**config.mk**
```make
export PLATFORM = sky130hd
export DESIGN_NAME = reg_universal_ctl_flat
export DESIGN_NICKNAME = d
export VERILOG_FILES = /design/src/rtl/reg_universal_ctl_if.sv /design/src/rtl/reg_universal_ctl.sv /design/src/flat_wrapper.sv
export SDC_FILE = /design/constraint.sdc
export NUM_CORES = 1
export LEC_CHECK = 0
export CORE_UTILIZATION = 40
export DETAILED_ROUTE_END_ITERATION = 8
export PLACE_DENSITY = 0.69
export SLEW_MARGIN = 20
export SYNTH_ARGS = -nofsm -noshare
export SYNTH_HDL_FRONTEND = slang
export SYNTH_SLANG_ARGS = --single-unit
```
**constraint.sdc**
```tcl
create_clock -name clock -period 1.4 [get_ports clock]
set_input_delay 0.21 -clock clock [delete_from_list [all_inputs] [get_ports clock]]
set_output_delay 0.21 -clock clock [all_outputs]
set_load 0.05 [all_outputs]
```
**src/rtl/reg_universal_ctl_if.sv**
```systemverilog
// Bus interface for reg_universal_ctl: parallel data, control, command
// handshake and register outputs. The clock and reset are not part of the bus.
interface reg_universal_ctl_if #(
  parameter int WIDTH = 8
);
  localparam int AMT_W = $clog2(WIDTH + 1);

  logic [WIDTH-1:0] d;
  logic             ld;
  logic             en;
  logic [2:0]       op;
  logic             sin;
  logic             start;
  logic [AMT_W-1:0] amt;
  logic [WIDTH-1:0] Q;
  logic             sout;
  logic             carry;
  logic             busy;
  logic             done;

  modport master (
    output d, ld, en, op, sin, start, amt,
    input  Q, sout, carry, busy, done
  );

  modport slave (
    input  d, ld, en, op, sin, start, amt,
    output Q, sout, carry, busy, done
  );
endinterface

```
**src/rtl/reg_universal_ctl.sv**
```systemverilog
// Universal WIDTH-bit register clocked on the falling edge: parallel load,
// single-step shift/rotate/count, and a multi-cycle shift-by-N command with
// a busy/done handshake. Asynchronous active-low reset.
// Define REG_UNIVERSAL_COUNT_EN to build the inc/dec ops and the carry flag;
// without it ops 110/111 hold and carry is tied low.
module reg_universal_ctl #(
  parameter int               WIDTH     = 8,
  parameter logic [WIDTH-1:0] RESET_VAL = '0
) (
  input logic clock,
  input logic reset_n,
  reg_universal_ctl_if.slave bus
);
  localparam int AMT_W = $clog2(WIDTH + 1);

  typedef enum logic {
    IDLE,
    RUN
  } state_t;

  state_t           state_q, state_d;
  logic [WIDTH-1:0] q_q, q_d;
  logic             sout_q, sout_d;
  logic             busy_q, busy_d;
  logic             done_q, done_d;
  logic             zeroPend_q, zeroPend_d;
  logic [AMT_W-1:0] cnt_q, cnt_d;
  logic [2:0]       opL_q, opL_d;

  logic [2:0]       stepOp;
  logic [WIDTH-1:0] stepQ;
  logic             stepSout;

`ifdef REG_UNIVERSAL_COUNT_EN
  logic carry_q, carry_d;
  logic stepCarry;
`endif

  // Result of one step of the current op: latched op while running, live op otherwise.
  always_comb begin
    stepOp   = (state_q == RUN) ? opL_q : bus.op;
    stepQ    = q_q;
    stepSout = sout_q;
`ifdef REG_UNIVERSAL_COUNT_EN
    stepCarry = carry_q;
`endif
    case (stepOp)
      3'b001: begin
        stepQ    = {q_q[WIDTH-2:0], bus.sin};
        stepSout = q_q[WIDTH-1];
      end
      3'b010: begin
        stepQ    = {bus.sin, q_q[WIDTH-1:1]};
        stepSout = q_q[0];
      end
      3'b011: begin
        stepQ    = {q_q[WIDTH-2:0], q_q[WIDTH-1]};
        stepSout = q_q[WIDTH-1];
      end
      3'b100: begin
        stepQ    = {q_q[0], q_q[WIDTH-1:1]};
        stepSout = q_q[0];
      end
      3'b101: begin
        stepQ    = {q_q[WIDTH-1], q_q[WIDTH-1:1]};
        stepSout = q_q[0];
      end
`ifdef REG_UNIVERSAL_COUNT_EN
      3'b110: begin
        stepQ     = q_q + 1'b1;
        stepCarry = &q_q;
      end
      3'b111: begin
        stepQ     = q_q - 1'b1;
        stepCarry = ~|q_q;
      end
`endif
      default: ;
    endcase
  end

  // Next-state logic: load > multi-cycle start > single step in IDLE; RUN ignores inputs.
  always_comb begin
    state_d    = state_q;
    q_d        = q_q;
    sout_d     = sout_q;
    busy_d     = busy_q;
    done_d     = 1'b0;
    zeroPend_d = 1'b0;
    cnt_d      = cnt_q;
    opL_d      = opL_q;
`ifdef REG_UNIVERSAL_COUNT_EN
    carry_d = carry_q;
`endif
    case (state_q)
      IDLE: begin
        if (zeroPend_q) begin
          done_d = 1'b1;
        end
        if (bus.ld) begin
          q_d = bus.d;
        end else if (bus.start && (bus.op >= 3'd1) && (bus.op <= 3'd5)) begin
          if (bus.amt != '0) begin
            opL_d   = bus.op;
            cnt_d   = bus.amt;
            state_d = RUN;
            busy_d  = 1'b1;
          end else begin
            zeroPend_d = 1'b1;
          end
        end else if (bus.start) begin
          state_d = IDLE;
        end else if (bus.en) begin
          q_d    = stepQ;
          sout_d = stepSout;
`ifdef REG_UNIVERSAL_COUNT_EN
          carry_d = stepCarry;
`endif
        end
      end
      RUN: begin
        q_d    = stepQ;
        sout_d = stepSout;
        cnt_d  = cnt_q - 1'b1;
        if (cnt_q == AMT_W'(1)) begin
          state_d = IDLE;
          busy_d  = 1'b0;
          done_d  = 1'b1;
        end
      end
      default: state_d = IDLE;
    endcase
  end

  // State and output registers, updated on the falling clock edge.
  always_ff @(negedge clock or negedge reset_n) begin
    if (!reset_n) begin
      state_q    <= IDLE;
      q_q        <= RESET_VAL;
      sout_q     <= 1'b0;
      busy_q     <= 1'b0;
      done_q     <= 1'b0;
      zeroPend_q <= 1'b0;
      cnt_q      <= '0;
      opL_q      <= 3'b000;
    end else begin
      state_q    <= state_d;
      q_q        <= q_d;
      sout_q     <= sout_d;
      busy_q     <= busy_d;
      done_q     <= done_d;
      zeroPend_q <= zeroPend_d;
      cnt_q      <= cnt_d;
      opL_q      <= opL_d;
    end
  end

`ifdef REG_UNIVERSAL_COUNT_EN
  // Count wrap flag register.
  always_ff @(negedge clock or negedge reset_n) begin
    if (!reset_n) begin
      carry_q <= 1'b0;
    end else begin
      carry_q <= carry_d;
    end
  end
  assign bus.carry = carry_q;
`else
  assign bus.carry = 1'b0;
`endif

  assign bus.Q    = q_q;
  assign bus.sout = sout_q;
  assign bus.busy = busy_q;
  assign bus.done = done_q;
endmodule

```
**src/flat_wrapper.sv**
```systemverilog
// flat-port wrapper written by rule: the top's interface ports become plain ports
module reg_universal_ctl_flat 
#(
  parameter int               WIDTH     = 8,
  parameter logic [WIDTH-1:0] RESET_VAL = '0
)
  (clock, reset_n, bus_d, bus_ld, bus_en, bus_op, bus_sin, bus_start, bus_amt, bus_Q, bus_sout, bus_carry, bus_busy, bus_done);
  reg_universal_ctl_if #(.WIDTH(WIDTH)) bus_i ();
  input logic clock;
  input logic reset_n;
  input wire logic [$bits(bus_i.d)-1:0] bus_d;
  input wire logic [$bits(bus_i.ld)-1:0] bus_ld;
  input wire logic [$bits(bus_i.en)-1:0] bus_en;
  input wire logic [$bits(bus_i.op)-1:0] bus_op;
  input wire logic [$bits(bus_i.sin)-1:0] bus_sin;
  input wire logic [$bits(bus_i.start)-1:0] bus_start;
  input wire logic [$bits(bus_i.amt)-1:0] bus_amt;
  output wire logic [$bits(bus_i.Q)-1:0] bus_Q;
  output wire logic [$bits(bus_i.sout)-1:0] bus_sout;
  output wire logic [$bits(bus_i.carry)-1:0] bus_carry;
  output wire logic [$bits(bus_i.busy)-1:0] bus_busy;
  output wire logic [$bits(bus_i.done)-1:0] bus_done;
  assign bus_i.d = bus_d;
  assign bus_i.ld = bus_ld;
  assign bus_i.en = bus_en;
  assign bus_i.op = bus_op;
  assign bus_i.sin = bus_sin;
  assign bus_i.start = bus_start;
  assign bus_i.amt = bus_amt;
  assign bus_Q = bus_i.Q;
  assign bus_sout = bus_i.sout;
  assign bus_carry = bus_i.carry;
  assign bus_busy = bus_i.busy;
  assign bus_done = bus_i.done;
  reg_universal_ctl #(.WIDTH(WIDTH), .RESET_VAL(RESET_VAL)) u_core (.clock(clock), .reset_n(reset_n), .bus(bus_i));
endmodule
```
==> flow_metrics.env <==
export IMPL_status="finished, violations left"
export IMPL_violations="setup timing"
export IMPL_wire_per_inst_um=15.3
export IMPL_synthCells=151
export IMPL_vias_per_cell=5.43
export IMPL_yosys_top_cells_area="dfrtn_1, mux2i_1, o21ai_0, inv_1, a22oi_1"
export IMPL_synth_cell_types=43
export IMPL_yosys_top_cells_count="dfrtn_1, inv_1, nor2_1, o21ai_0, nand2_1"
export IMPL_finalWirelength_um=4010
export IMPL_vias=1427
export IMPL_setup_viol=30
export IMPL_io_buffers=31
export IMPL_drtIter0Drc=80
export IMPL_htree_levels=1
export IMPL_fill_cells=216
export IMPL_cts_sinks=20
export IMPL_cts_buffer_depth=2
export IMPL_cts_buffers_inserted=3
export IMPL_syn_nets=174
export IMPL_synth_edf_count=0
export IMPL_drv_cap=0
export IMPL_die_w_um=60.0
export IMPL_synth_ff_type="dfrtn_1"
export IMPL_grt_pass1_wl_um=6130
export IMPL_num_io_pins=33
export IMPL_avgSynthCellArea_um2=8.92
export IMPL_stdcell_area_um2=2290
export IMPL_cp_max_fo=5
export IMPL_hold_viol=0
export IMPL_std_cell_rows=20
export IMPL_synth_largest_area_cell="dfrtn_1"
export IMPL_place_ws_ps=-1280
export IMPL_drive_above_1_share=0.466
export IMPL_multi_input_area_um2=861
export IMPL_fin_skew_ps=6.81
export IMPL_regArea_um2=500
export IMPL_holdCritPathClass="reg -> reg"
export IMPL_reg2reg_slack_ps=-260
export IMPL_overflow=0
export IMPL_grt_setup_unrepaired="true"
export IMPL_first_pass_iters=4
export IMPL_clockRootBuffer="clkbuf_4"
export IMPL_yosysSeqAreaShare=0.372
export IMPL_cts_tree="done"
export IMPL_hold_ws_ps=483
export IMPL_clk_pin_slew_ps=80
export IMPL_core_area_um2=3130
export IMPL_antenna_left=0
export IMPL_cp_required_ps=860
export IMPL_first_global_vias=1341
export IMPL_hpwl_um=2630
export IMPL_n_antenna_cell=0
export IMPL_synthArstFlopShare=1.00
export IMPL_synth_area_um2=1350
export IMPL_dieArea_um2=3600
export IMPL_antenna_found_initial=0
export IMPL_p_leak_nw=1.09
export IMPL_worstReg2RegStart="u_core.state_q$_DFF_NN0_"
export IMPL_critPathKind="in -> reg"
export IMPL_grt_max_degree=21
export IMPL_synth_top_area_frac=0.372
export IMPL_cts_hold_buf=0
export IMPL_ir_drop_v=0.00124
export IMPL_nets=243
export IMPL_clk_latency_ps=310
export IMPL_cp_arrival_ps=1350
export IMPL_grt_usage=0.224
export IMPL_ys_ff_latch=20
export IMPL_die_height_um=60.0
export IMPL_worst_setup_path_startpoint="bus_amt[3]"
export IMPL_globalplace_congestion=1.02
export IMPL_syn_to_final_growth_pct=69.8
export IMPL_yosysWarnings=0
export IMPL_worst_slack_ps=-490
export IMPL_total_power_mw=5.47
export IMPL_drcViolationCount=0
export IMPL_p_per_area_nw_per_um2=2390
export IMPL_placed_area_um2=2020
export IMPL_slew_violations=0
export IMPL_start_util=0.430
export IMPL_worstSetupStartpointType="input port"
export IMPL_synth_most_common_cell="dfrtn_1"
export IMPL_hold_path_startpoint="u_core.cnt_q[0]$_DFFE_NN0P_"
export IMPL_end_kind="register"
export IMPL_utilization=0.731
-- registers in the layout, summed over array words and instances (netlist names) --
register,cells
u_core.opL_q,3
u_core.bus.done,1
u_core.bus.sout,1
u_core.state_q,1
u_core.bus.Q,8
u_core.zeroPend_q,1
u_core.cnt_q,4
u_core.bus.busy,1
-- stage by stage --
stage                     TNS (ps)  cells
after CTS                   -11780    256
after global placement      -22420    249
final                       -12030    263
after floorplan             -12620    151
after detailed placement    -23040    249
after global routing        -12880    263
-- critical path, cell delays in order --
cell and delay [ps]:
clkdlybuf4s15_1 200, or4_4 480, nand2_4 140, mux2_4 310
-- what timing repair did --
action,CTS,global route
cloned,0,0
gates resized for setup,69,16
pin swaps,27,20
setup buffers,3,7
endpoints found under the setup margin,30,30
-- final timing paths --
kind                                               end  depth (start not counted)
setup / recovery           u_core.opL_q[2]$_DFFE_NN0P_                          4
hold / removal             u_core.cnt_q[0]$_DFFE_NN0P_                          1
setup reg to reg           u_core.bus.Q[6]$_DFFE_NN0P_                          6
hold reg to reg            u_core.cnt_q[0]$_DFFE_NN0P_                          1
max in group asynchronous  u_core.opL_q[2]$_DFFE_NN0P_                          2
min in group asynchronous  u_core.bus.Q[6]$_DFFE_NN0P_                          2
-- area by class of cell --
| type | instances | area share |
|---|---|---|
| multi-input cells | 107 | 0.377 |
| repair buffers | 74 | 0.340 |
| clock buffers | 4 | 0.0159 |
| well taps | 44 | 0.0241 |
| inverters | 14 | 0.0241 |
| flip-flops and latches | 20 | 0.219 |
-- report_power, final --
group,switching [mW],internal [mW]
sequential,0.303,0.886
combinational,1.94,1.99
clock,0.202,0.159
total,2.44,3.03
-- kinds of logic after synthesis --
| kind of cell | after synthesis | share of synthesized area |
|---|---|---|
| AO/OA/AOI/OAI | 42 | 0.209 |
| flip-flops | 20 | 0.372 |
| other | 1 | 0.00279 |
| XOR/XNOR | 2 | 0.0130 |
| multiplexers | 13 | 0.109 |
| buffers and inverters | 24 | 0.0911 |
| adder cells (fa/ha/maj) | 2 | 0.0186 |
| AND/OR/NAND/NOR | 47 | 0.185 |
-- per-layer routing --
layer,vias to the layer above,part of all wire,global-route usage
met3,6,0.049,0.0346
met1,694,0.43,0.298
met4,0,0.0090,0.0897
met5,-,0,0
met2,62,0.51,0.360
li1,665,-,-
-- layout by cell type, fill, tap and decap left out, drive strengths merged, types with 2 or more instances in the layout --
| master | count |
|---|---|
| nand3 | 8 |
| nand2b | 4 |
| nor2 | 12 |
| buf | 62 |
| nor3 | 5 |
| o31ai | 2 |
| o21ai | 13 |
| inv | 14 |
| mux2i | 9 |
| mux2 | 4 |
| clkdlybuf4s50 | 8 |
| nand2 | 11 |
| a21oi | 8 |
| or2 | 2 |
| a22oi | 6 |
| o2bb2ai | 2 |
| clkbuf | 5 |
| dlygate4sd2 | 2 |
| nor2b | 2 |
| a32o | 2 |
| dfrtn | 20 |
| ha | 2 |
Power figures use the tool's default switching activity.
